<file path="src/rtl/bs_decode.sv">
// Receive-side bit unstuffer: drops the 0 inserted after MAX_ONES consecutive 1s,
// flags a stuff error when that bit is a 1, and frames each packet up to eop.
module bs_decode #(
   parameter int PID_BITS = 8,
   parameter int MAX_ONES = 6,
   parameter int CNT_W    = 16
) (
   input  logic             clock,
   input  logic             reset,
   input  logic             in_valid,
   input  logic             in_bit,
   input  logic             eop,
   output logic             out_valid,
   output logic             out_bit,
   output logic             stuff_err,
   output logic             pkt_done,
   output logic [CNT_W-1:0] kept_cnt
);

   localparam int PW = $clog2(PID_BITS + 1);
   localparam int OW = $clog2(MAX_ONES + 1);

   localparam logic [PW-1:0] PID_ONE  = PW'(1'b1);
   localparam logic [PW-1:0] PID_LAST = PW'(PID_BITS - 1);
   localparam logic [PW-1:0] PID_ZERO = {PW{1'b0}};
   localparam logic [OW-1:0] RUN_ONE  = OW'(1'b1);
   localparam logic [OW-1:0] RUN_ZERO = {OW{1'b0}};
   localparam logic [OW-1:0] RUN_MAX  = OW'(MAX_ONES);
   localparam bit            PID_SINGLE = (PID_BITS == 1);

   typedef enum logic [2:0] {
      S_IDLE  = 3'd0,
      S_PID   = 3'd1,
      S_COUNT = 3'd2,
      S_DROP  = 3'd3,
      S_ERROR = 3'd4
   } state_t;

   state_t          state;
   logic [PW-1:0]   pid_cnt;
   logic [OW-1:0]   ones_cnt;

   logic [OW-1:0]   run_first;
   logic [OW-1:0]   run_next;
   logic [CNT_W-1:0] kept_inc;

   function automatic logic [CNT_W-1:0] sat_inc(input logic [CNT_W-1:0] v);
      if (&v) begin
         sat_inc = v;
      end else begin
         sat_inc = v + CNT_W'(1'b1);
      end
   endfunction

   // Run length after the current bit: first counted bit vs. continuing run.
   always_comb begin
      run_first = RUN_ZERO;
      run_next  = RUN_ZERO;
      if (in_bit) begin
         run_first = RUN_ONE;
         run_next  = ones_cnt + RUN_ONE;
      end else begin
         run_first = RUN_ZERO;
         run_next  = RUN_ZERO;
      end
      kept_inc = sat_inc(kept_cnt);
   end

   // Packet framing FSM with registered outputs; eop has priority over in_valid.
   always_ff @(posedge clock or posedge reset) begin
      if (reset) begin
         state     <= S_IDLE;
         pid_cnt   <= PID_ZERO;
         ones_cnt  <= RUN_ZERO;
         out_valid <= 1'b0;
         out_bit   <= 1'b0;
         stuff_err <= 1'b0;
         pkt_done  <= 1'b0;
         kept_cnt  <= {CNT_W{1'b0}};
      end else begin
         out_valid <= 1'b0;
         pkt_done  <= 1'b0;
         if (eop) begin
            if (state != S_IDLE) begin
               pkt_done <= 1'b1;
               state    <= S_IDLE;
               ones_cnt <= RUN_ZERO;
               pid_cnt  <= PID_ZERO;
               // The transmitter always sends the stuff bit, so a missing one is an error.
               if (state == S_DROP) begin
                  stuff_err <= 1'b1;
               end
            end
         end else if (in_valid) begin
            case (state)
               S_IDLE: begin
                  stuff_err <= 1'b0;
                  kept_cnt  <= CNT_W'(1'b1);
                  out_valid <= 1'b1;
                  out_bit   <= in_bit;
                  pid_cnt   <= PID_ONE;
                  if (PID_SINGLE) begin
                     ones_cnt <= run_first;
                     state    <= (run_first == RUN_MAX) ? S_DROP : S_COUNT;
                  end else begin
                     state    <= S_PID;
                  end
               end
               S_PID: begin
                  kept_cnt  <= kept_inc;
                  out_valid <= 1'b1;
                  out_bit   <= in_bit;
                  pid_cnt   <= pid_cnt + PID_ONE;
                  // Only the last PID bit seeds the run of 1s.
                  if (pid_cnt == PID_LAST) begin
                     ones_cnt <= run_first;
                     state    <= (run_first == RUN_MAX) ? S_DROP : S_COUNT;
                  end
               end
               S_COUNT: begin
                  kept_cnt  <= kept_inc;
                  out_valid <= 1'b1;
                  out_bit   <= in_bit;
                  ones_cnt  <= run_next;
                  if (run_next == RUN_MAX) begin
                     state <= S_DROP;
                  end
               end
               S_DROP: begin
                  if (in_bit) begin
                     stuff_err <= 1'b1;
                     state     <= S_ERROR;
                  end else begin
                     ones_cnt  <= RUN_ZERO;
                     state     <= S_COUNT;
                  end
               end
               S_ERROR: begin
                  state <= S_ERROR;
               end
               default: begin
                  state    <= S_IDLE;
                  pid_cnt  <= PID_ZERO;
                  ones_cnt <= RUN_ZERO;
               end
            endcase
         end
      end
   end

endmodule

</file>
<file path="config.mk">
export PLATFORM = sky130hd
export DESIGN_NAME = bs_decode
export DESIGN_NICKNAME = d
export VERILOG_FILES = /design/src/rtl/bs_decode.sv
export SDC_FILE = /design/constraint.sdc
export NUM_CORES = 1
export LEC_CHECK = 0
export CAP_MARGIN = 20
export CORE_ASPECT_RATIO = 0.7
export CORE_MARGIN = 3
export CORE_UTILIZATION = 51
export DETAILED_ROUTE_END_ITERATION = 12
export GPL_TIMING_DRIVEN = 0
export PLACE_DENSITY = 0.73
export SETUP_SLACK_MARGIN = 0.2
export SLEW_MARGIN = 25
export SYNTH_ARGS = -nofsm -noshare
export SYNTH_HDL_FRONTEND = slang
export SYNTH_SLANG_ARGS = --single-unit
</file>
<file path="constraint.sdc">
create_clock -name clock -period 3.1 [get_ports clock]
set_input_delay 0.31 -clock clock [delete_from_list [all_inputs] [get_ports clock]]
set_output_delay 0.31 -clock clock [all_outputs]
set_load 0.01 [all_outputs]
</file>
**After elaboration in Yosys (flattened, before gate mapping)**

Index checks and enable logic that the tools add are counted.

- Add/subtract/negate cells: 3
- Equal/unequal tests: 16
- Muxes and demuxes: 32
- Bitwise gates (word level): 1
- Reduce and logical (&&, ||, !) cells: 16

Operators with widths:

| kind | number |
|---|---|
| $mux 3 | 11 |
| $pmux 16 s2 | 1 |
| $add 16x1->16 const B | 1 |
| $mux 16 | 1 |
| $reduce_and 16->1 | 1 |
| $pmux 3 s5 | 1 |
| $mux 1 | 12 |
| $mux 4 | 3 |
| $ne 3x3->1 const B | 4 |
| $pmux 3 s4 | 1 |
| $pmux 4 s3 | 1 |
| $reduce_and 5->1 | 2 |
| $eq 3x3->1 const B | 3 |
| $ne 2x1->1 const B | 4 |
| $reduce_and 4->1 | 2 |
| $eq 3x2->1 const B | 2 |
| $reduce_and 3->1 | 2 |
| $reduce_bool 2->1 | 3 |
| $reduce_or 3->1 | 2 |
| $add 4x1->4 const B | 1 |
| $eq 4x3->1 const B | 1 |
| $reduce_or 2->1 | 2 |
| $add 3x1->3 const B | 1 |
| $eq 3x1->1 const B | 1 |
| other kinds (5) | 5 |

- Register bits: 30
- Input port bits: 5
- Output and inout bits: 20
- Logic and storage cells: 76

**Longest topological paths before layout**

Gate-level depths: netlist of the first run.

- Depth after elaboration: 7
- Depth in mapped cells: 6
- Gate-level depth less buffers: 5

**Least setup slack after synthesis of the first run**

No wires, ideal clock.

- Path kind: reg2reg
- Start point: register state[2]
- End point: register kept_cnt[4]
- Library setup time: 0.121 ns
- Arrival: 1.736 ns
- Data required time: 2.979 ns
- Slack: 1.243 ns
- Stages on the path, launching flop included: 7
- Buffers on the path: 2
- Period minus slack after synthesis: 1.857 ns
- Path through: dfrtp_1 buf_6 or3_1 and3_1 buf_2 a221o_1 a22o_1

- Longest elaborated chain between the ends: 4
- Elaborated cells between the ends (all ways): 8
- Those cells by class: eq/ne: 3; mux: 1; reduce/logical: 4

RTL lines:

| what | line | text |
|---|---|---|
| from (decl) | 39 | `state_t state;` |
| from (signal assigned) | 104 | `state <= (run_first == RUN_MAX) ? S_DROP : S_COUNT;` |
| from (signal assigned) | 117 | `state <= (run_first == RUN_MAX) ? S_DROP : S_COUNT;` |
| $eq 3x2->1 or $eq 3x1->1 (tied branches) | 95 | `case (state)` |
| $reduce_or 2->1 (no source line) | -- |  |
| $ne 2x2->1 (no source line) or $reduce_bool 2->1 (tied branches) | -- |  |
| $reduce_and 4->1 (no source line) | -- |  |
| to (signal assigned) | 98 | `kept_cnt <= CNT_W'(1'b1);` |
| to (signal assigned) | 110 | `kept_cnt <= kept_inc;` |
| to (signal assigned) | 121 | `kept_cnt <= kept_inc;` |
| to (decl) | 17 | `output logic [CNT_W-1:0] kept_cnt` |

Parallel ways exist; a longest one is shown, timed or not.
A chain may end at the register's enable or synchronous reset.

**Worst setup path after layout of the first run**

- Start point: input in_valid
- End point: register kept_cnt[11]

- Longest elaborated chain between the ends: 1

RTL lines:

| what | line | text |
|---|---|---|
| from (decl) | 10 | `input logic in_valid,` |
| $reduce_and 4->1 (no source line) | -- |  |
| to (signal assigned) | 79 | `kept_cnt <= {CNT_W{1'b0}};` |
| to (signal assigned) | 98 |  |
| to (signal assigned) | 110 |  |

No other way between the ends.

==> impl_metrics.yaml, run 1 <==
run_status:
  status: "finished, final reports clean"
detailed_routing:
  avgRoutedWirePerCell_um: 16.4
  route.vias.total: 1698
  route.final.wire_length_um: 4590
  drtPass1Iterations: 4
  dr.first_iter.drc_count: 211
  detail_route.vias_per_cell: 6.06
  final_antenna_net_count: 0
  drt_drc_violations_left: 0
timing:
  timing.setup.tns_ps: 0
  finalMaxSlewViolations: 0
  timing.final.crit_period_ps: 2110
  worst_clock_skew_ps: 2.65
  tightest_slew_ps: 723
  final_hold_violating_endpoints: 0
  fmaxAchievable_ghz: 0.475
  holdWs_ps: 422
  timing.final.setup_violations: 0
  timing.final.crit_share_pct: 68.0
  crit_path_setup_slack_layout_ps: 993
  rsz0062_at_grt: "false"
  slew-limit-headroom_pct: 51.6
synth:
  yosysWarnings: 0
  syn_area_per_cell_um2: 9.28
  synth_top_cell_by_area: "sky130_fd_sc_hd__dfrtp_1"
  synth.top_cells.by_area: "sky130_fd_sc_hd__dfrtp_1, sky130_fd_sc_hd__a21oi_1, sky130_fd_sc_hd__nand2_1"
  ys_types: 58
  ys_ff_latch: 30
  synth_enable_flop_cells: 0
  ys_dominant_reg_cell: "sky130_fd_sc_hd__dfrtp_1"
  synth-async-reset-ratio_pct: 100
  seq_area_frac_synth_pct: 40.0
  syn-instance-count: 202
  synth_top_area_share_pct: 40.0
  synthesis.nets: 210
  synth.cell_area_mm2: 0.00188
cells_and_area:
  area_growth_pct: 20.0
  final_cell_mix: "sky130_fd_sc_hd__dfrtp_1, sky130_fd_sc_hd__clkdlybuf4s50_1, sky130_fd_sc_hd__nand2_1"
  insertedDiodeCount: 0
  final_common_cell: "sky130_fd_sc_hd__dfrtp_1"
  fin_area_mm2: 0.00225
  drive_above_1_share_pct: 9.87
  finalNetCount: 241
placed_design:
  gp_congestion: 0.842
  dp.final_hpwl_um: 3260
  preCtsSetupSlack_ps: 742
  placedInstanceArea_mm2: 0.00217
  placement.io_buffers: 24
clocking:
  postCtsHoldBufs: 0
  cts_tree: "built"
  cts_sinks: 30
  root_buffer: "sky130_fd_sc_hd__clkbuf_8"
  cts_buffers: 5
  cts-htree-levels: 2
  clk_pin_slew_worst_paths_ps: 60
  worst_skew_late_latency_ps: 280
  clk_path_buf_depth: 2
  cts_setup_buffers: 0
  postCtsResizedCells: 0
power_and_ir_drop:
  vdd.ir_drop.worst_v: 0.000461
  power_switching_uw: 648
  power.share.clock_pct: 18.2
  finalPower_mw: 1.63
  internal-power_uw: 983
  p_leak_nw: 0.917
  p_comb_share_pct: 44.8
  switching_share_pct: 39.7
  power.sequential.fraction_pct: 37.0
  power_density_mw_per_mm2: 725
critical_path:
  setup.worst_path.start_class: "input port"
  critical_path.top_delay_family: "buffers and inverters"
  cp_data_required_time_ps: 3320
  highest_delay_cell_along_the_critical_path: "sky130_fd_sc_hd__clkdlybuf4s50_1"
  worstPathBufferInverterCount: 2
  maximum_cell_stage_delay_along_the_critical_path_ps: 590
  critPathCaptureType: "flip-flop"
  worst-setup-path-type: "in -> reg"
  timing.critical_path.fanout_max: 9
  worst-endpoint-arrival_ps: 2320
  cp_cell_sequence: "clkdlybuf4s50_1 > or3b_4 > or2_1 > buf_6 > a2111oi_2 > o22a_1"
floorplan:
  dieHeight_um: 56.7
  core_mm2: 0.00334
  io-pin-count: 25
  floorplan.rows: 17
  starting_density_of_the_core_pct: 56.2
  die_area_mm2: 0.00445
  die-width_um: 78.5
grt:
  total_routing_usage_reported_by_global_routing_pct: 21.7
  antenna_violations_before_repair: 0
  pin_count_of_the_biggest_net_entering_global_routing: 31
  grt_overflow: 0
  first_global_vias: 1510
  first_pass_grt_wire_length_um: 7540
min_path:
  hold_crit_class: "in -> async"
flow_run:
  drv_cap: 0
-- synth_stat cells, types with 3 or more instances --
master,number
sky130_fd_sc_hd__nand4_1,3
sky130_fd_sc_hd__dfrtp_1,30
sky130_fd_sc_hd__o21a_1,5
sky130_fd_sc_hd__a2bb2oi_1,5
sky130_fd_sc_hd__and3_1,4
sky130_fd_sc_hd__nor2_1,11
sky130_fd_sc_hd__ha_1,3
sky130_fd_sc_hd__inv_1,10
sky130_fd_sc_hd__o22a_1,3
sky130_fd_sc_hd__clkbuf_1,6
sky130_fd_sc_hd__mux2i_1,5
sky130_fd_sc_hd__nand2_1,14
sky130_fd_sc_hd__o21ai_0,9
sky130_fd_sc_hd__o31ai_1,3
sky130_fd_sc_hd__a211oi_1,4
sky130_fd_sc_hd__or3_1,5
sky130_fd_sc_hd__nor3_1,5
sky130_fd_sc_hd__a21oi_1,13
sky130_fd_sc_hd__nand3_1,10
sky130_fd_sc_hd__a21boi_0,3
-- worst reg2reg max path: cells and delay by family (launching register included) --
family,cells,cell delay (ps)
AND/OR/NAND/NOR,2,530
AO/OA/AOI/OAI,2,690
buffers and inverters,2,390
flip-flops,1,370
-- registers in the layout, summed over array words and instances (netlist names) --
register,count
out_bit,1
state,3
out_valid,1
stuff_err,1
ones_cnt,3
pid_cnt,4
kept_cnt,16
pkt_done,1
-- final timing paths --
path | start | slack, ps | endpoint | depth (start not counted)
max | in_valid | 990 | kept_cnt[11] | 6
min | reset | 420 | stuff_err | 2
max reg2reg | state[0] | 1060 | kept_cnt[11] | 6
min reg2reg | pid_cnt[3] | 480 | pid_cnt[3] | 1
max in group asynchronous | reset | 2250 | kept_cnt[8] | 2
min in group clock | pid_cnt[3] | 480 | pid_cnt[3] | 1
-- per-stage QoR --
stage	utilization (%)	instances
CTS	67.4	280
finish	67.4	280
detailed placement	65.1	273
floorplan	-	202
global placement	65.1	273
global route	67.4	280
-- cell type report --
type	count	area [um2]
inverters	11	41.3
well taps	47	58.8
multi-input cells	151	1030
repair buffers	24	240
fillers	262	1090
flip-flops and latches	30	751
clock buffers	7	76.3
plain buffers	10	55.1
-- per-layer routing --
| layer | vias to the layer above | global-route usage, % | routed length, um |
|---|---|---|---|
| met3 | 7 | 4.81 | 321 |
| met1 | 790 | 33.9 | 2280 |
| met4 | 0 | 5.99 | 55 |
| li1 | 825 | - | - |
| met2 | 76 | 29.6 | 1930 |
| met5 | - | 0 | 0 |
-- power groups by stage --
stage	sequential (mW)	combinational [mW]	clock, mW
after detailed placement	0.606	0.721	0
final	0.603	0.731	0.297
after global placement	0.596	0.702	0
after global routing	0.621	0.802	0.319
after floorplan	0.618	0.430	0
after CTS	0.601	0.726	0.298
-- kinds of logic (layout without fill, tap and decap cells) --
group,after synthesis,in the layout,synth area share [%]
AO/OA/AOI/OAI,65,65,25.3
XOR/XNOR,2,2,0.934
adder cells (fa/ha/maj),3,3,2.00
buffers and inverters,21,52,5.14
flip-flops,30,30,40.0
multiplexers,6,6,3.27
AND/OR/NAND/NOR,75,75,23.3
No activity file was read; power rests on OpenSTA's default activity.
==> inputs of run 2 (changes only) <==
--- a/config.mk
+++ b/config.mk
@@ -8,7 +8,7 @@
 export CAP_MARGIN = 20
 export CORE_ASPECT_RATIO = 0.7
 export CORE_MARGIN = 3
-export CORE_UTILIZATION = 51
+export CORE_UTILIZATION = 49
 export DETAILED_ROUTE_END_ITERATION = 12
 export GPL_TIMING_DRIVEN = 0
 export PLACE_DENSITY = 0.73
==> constraint.sdc (replaced) <==
create_clock -name clock -period 1.82 [get_ports clock]
set_input_delay 0.182 -clock clock [delete_from_list [all_inputs] [get_ports clock]]
set_output_delay 0.182 -clock clock [all_outputs]
set_load 0.01 [all_outputs]
==> run 2 against run 1 <==
Effect of this change: the run now ends with setup timing left; core utilization rose by 7.4 points; register-to-register slack got worse by 1100 ps; combinational power rose by 130%; critical endpoint unchanged.
==> impl_metrics.yaml, run 2 (synthesized netlist as in run 1, its figures left out) <==
clocking:
  cts_buffers: 5
  cts-htree-levels: 2
  cts_sinks: 30
  postCtsHoldBufs: 0
  clk_path_buf_depth: 2
  cts_tree: "built"
  worst_skew_late_latency_ps: 280
  root_buffer: "sky130_fd_sc_hd__clkbuf_8"
  clk_pin_slew_worst_paths_ps: 70
timing:
  worst_clock_skew_ps: 8.39
  slew-limit-headroom_pct: 58.3
  tightest_slew_ps: 625
  finalMaxSlewViolations: 0
  timing.final.crit_period_ps: 1880
  timing.final.crit_share_pct: 103
  timing.final.setup_violations: 5
  final_hold_violating_endpoints: 0
  crit_path_setup_slack_layout_ps: -62.9
  timing.setup.tns_ps: -228
  fmaxAchievable_ghz: 0.531
  rsz0062_at_grt: "true"
cells_and_area:
  drive_above_1_share_pct: 32.4
  registers.top_by_ff_count: "kept_cnt"
  insertedDiodeCount: 0
  final_common_cell: "sky130_fd_sc_hd__dfrtp_1"
  layout.cells.non_filler: 306
  largest_register_ff_count: 16
  finalNetCount: 264
  final_core_utilization_pct: 74.8
  final_cell_mix: "sky130_fd_sc_hd__dfrtp_1, sky130_fd_sc_hd__clkdlybuf4s50_1, sky130_fd_sc_hd__buf_4"
  area_growth_pct: 43.7
  fin_area_mm2: 0.00270
  layout_top_registers: "kept_cnt x16, pid_cnt x4"
power_and_ir_drop:
  vdd.ir_drop.worst_v: 0.000819
  power_density_mw_per_mm2: 1200
  p_leak_nw: 1.10
  finalPower_mw: 3.22
placed_design:
  dp.final_hpwl_um: 3140
  dpl.cell_count: 276
  placement.io_buffers: 24
  gp_congestion: 0.843
  placedInstanceArea_mm2: 0.00220
detailed_routing:
  drt_drc_violations_left: 0
  drtPass1Iterations: 5
  dr.first_iter.drc_count: 141
  route.vias.total: 1885
  route.final.wire_length_um: 5490
  avgRoutedWirePerCell_um: 18.0
  final_antenna_net_count: 0
  detail_route.vias_per_cell: 6.16
critical_path:
  cp_cell_sequence: "nand3_1 > or2_1 > a2111oi_4 > o22a_1"
  worstPathBufferInverterCount: 0
  worst-setup-path-type: "reg -> reg"
  maximum_cell_stage_delay_along_the_critical_path_ps: 430
  cp_data_required_time_ps: 2050
  setup.worst_path.start_class: "flip-flop"
  worst-endpoint-arrival_ps: 2110
  highest_delay_cell_along_the_critical_path: "sky130_fd_sc_hd__dfrtp_1"
  critPathCaptureType: "flip-flop"
  critical_path.top_delay_family: "simple AND/OR/NAND/NOR gates"
  timing.critical_path.fanout_max: 9
grt:
  total_routing_usage_reported_by_global_routing_pct: 24.7
  first_global_vias: 1796
  grt_overflow: 0
  pin_count_of_the_biggest_net_entering_global_routing: 31
  first_pass_grt_wire_length_um: 8720
  antenna_violations_before_repair: 0
floorplan:
  core_mm2: 0.00360
  die_area_mm2: 0.00462
  starting_density_of_the_core_pct: 52.0
  die-width_um: 79.9
  io-pin-count: 25
  dieHeight_um: 57.8
  floorplan.rows: 18
run_status:
  status: "finished, violations left"
  violations: "setup timing"
min_path:
  hold_crit_class: "in -> async"
flow_run:
  drv_cap: 0
## run 2: what timing repair did
| action | in CTS | in global routing |
|---|---|---|
| cloned | 0 | 0 |
| setup buffers | 16 | 7 |
| gates resized for setup | 31 | 23 |
| pin swaps | 12 | 12 |
| setup endpoints to repair | 26 | 27 |
## run 2: worst paths after layout
| kind | from | end | slack (ps) | depth (start not counted) |
|---|---|---|---|---|
| max reg2reg | kept_cnt[2] | kept_cnt[11] | -60 | 4 |
| max | kept_cnt[2] | kept_cnt[11] | -60 | 4 |
| min | reset | kept_cnt[5] | 310 | 2 |
| min in group clock | out_bit | out_bit | 490 | 2 |
| max in group asynchronous | reset | kept_cnt[15] | 1100 | 2 |
| min reg2reg | out_bit | out_bit | 490 | 2 |
## run 2: metal layers
metal	global-route usage [%]	routed length, um	up-vias
met5	0	0	-
met4	8.19	53	0
met2	35.8	2580	94
met1	36.6	2450	919
met3	5.28	403	9
li1	-	-	863
## run 2: layout make-up
cell class | count | area (um2)
repair buffers | 47 | 452
inverters | 11 | 43.8
well taps | 50 | 62.6
plain buffers | 10 | 77.6
flip-flops and latches | 30 | 751
multi-input cells | 151 | 1230
clock buffers | 7 | 76.3
fillers | 248 | 908
## run 2: report_power, final
part	total (mW)	leakage (nW)	internal [mW]	switching [mW]
Sequential	1.05	0.396	0.835	0.211
Clock	0.502	0.0383	0.263	0.240
Combinational	1.67	0.665	0.834	0.839
Total	3.22	1.10	1.93	1.29
## run 2: metrics by stage
stage / hold WS (ps) / worst slack [ps]
final: 310 / -62.9
after global placement: 468 / -414
after floorplan: 273 / 9.91
after detailed placement: 474 / -420
after CTS: 338 / -31.8
after global routing: 372 / -130
==> inputs of run 3 (changes only) <==
--- a/config.mk
+++ b/config.mk
@@ -11,6 +11,7 @@
 export CORE_UTILIZATION = 49
 export DETAILED_ROUTE_END_ITERATION = 12
 export GPL_TIMING_DRIVEN = 0
+export HOLD_SLACK_MARGIN = 0.12
 export PLACE_DENSITY = 0.73
 export SETUP_SLACK_MARGIN = 0.2
 export SLEW_MARGIN = 25
==> results of run 3 <==
Final layout, timing and power as in run 2 (identical DEF).
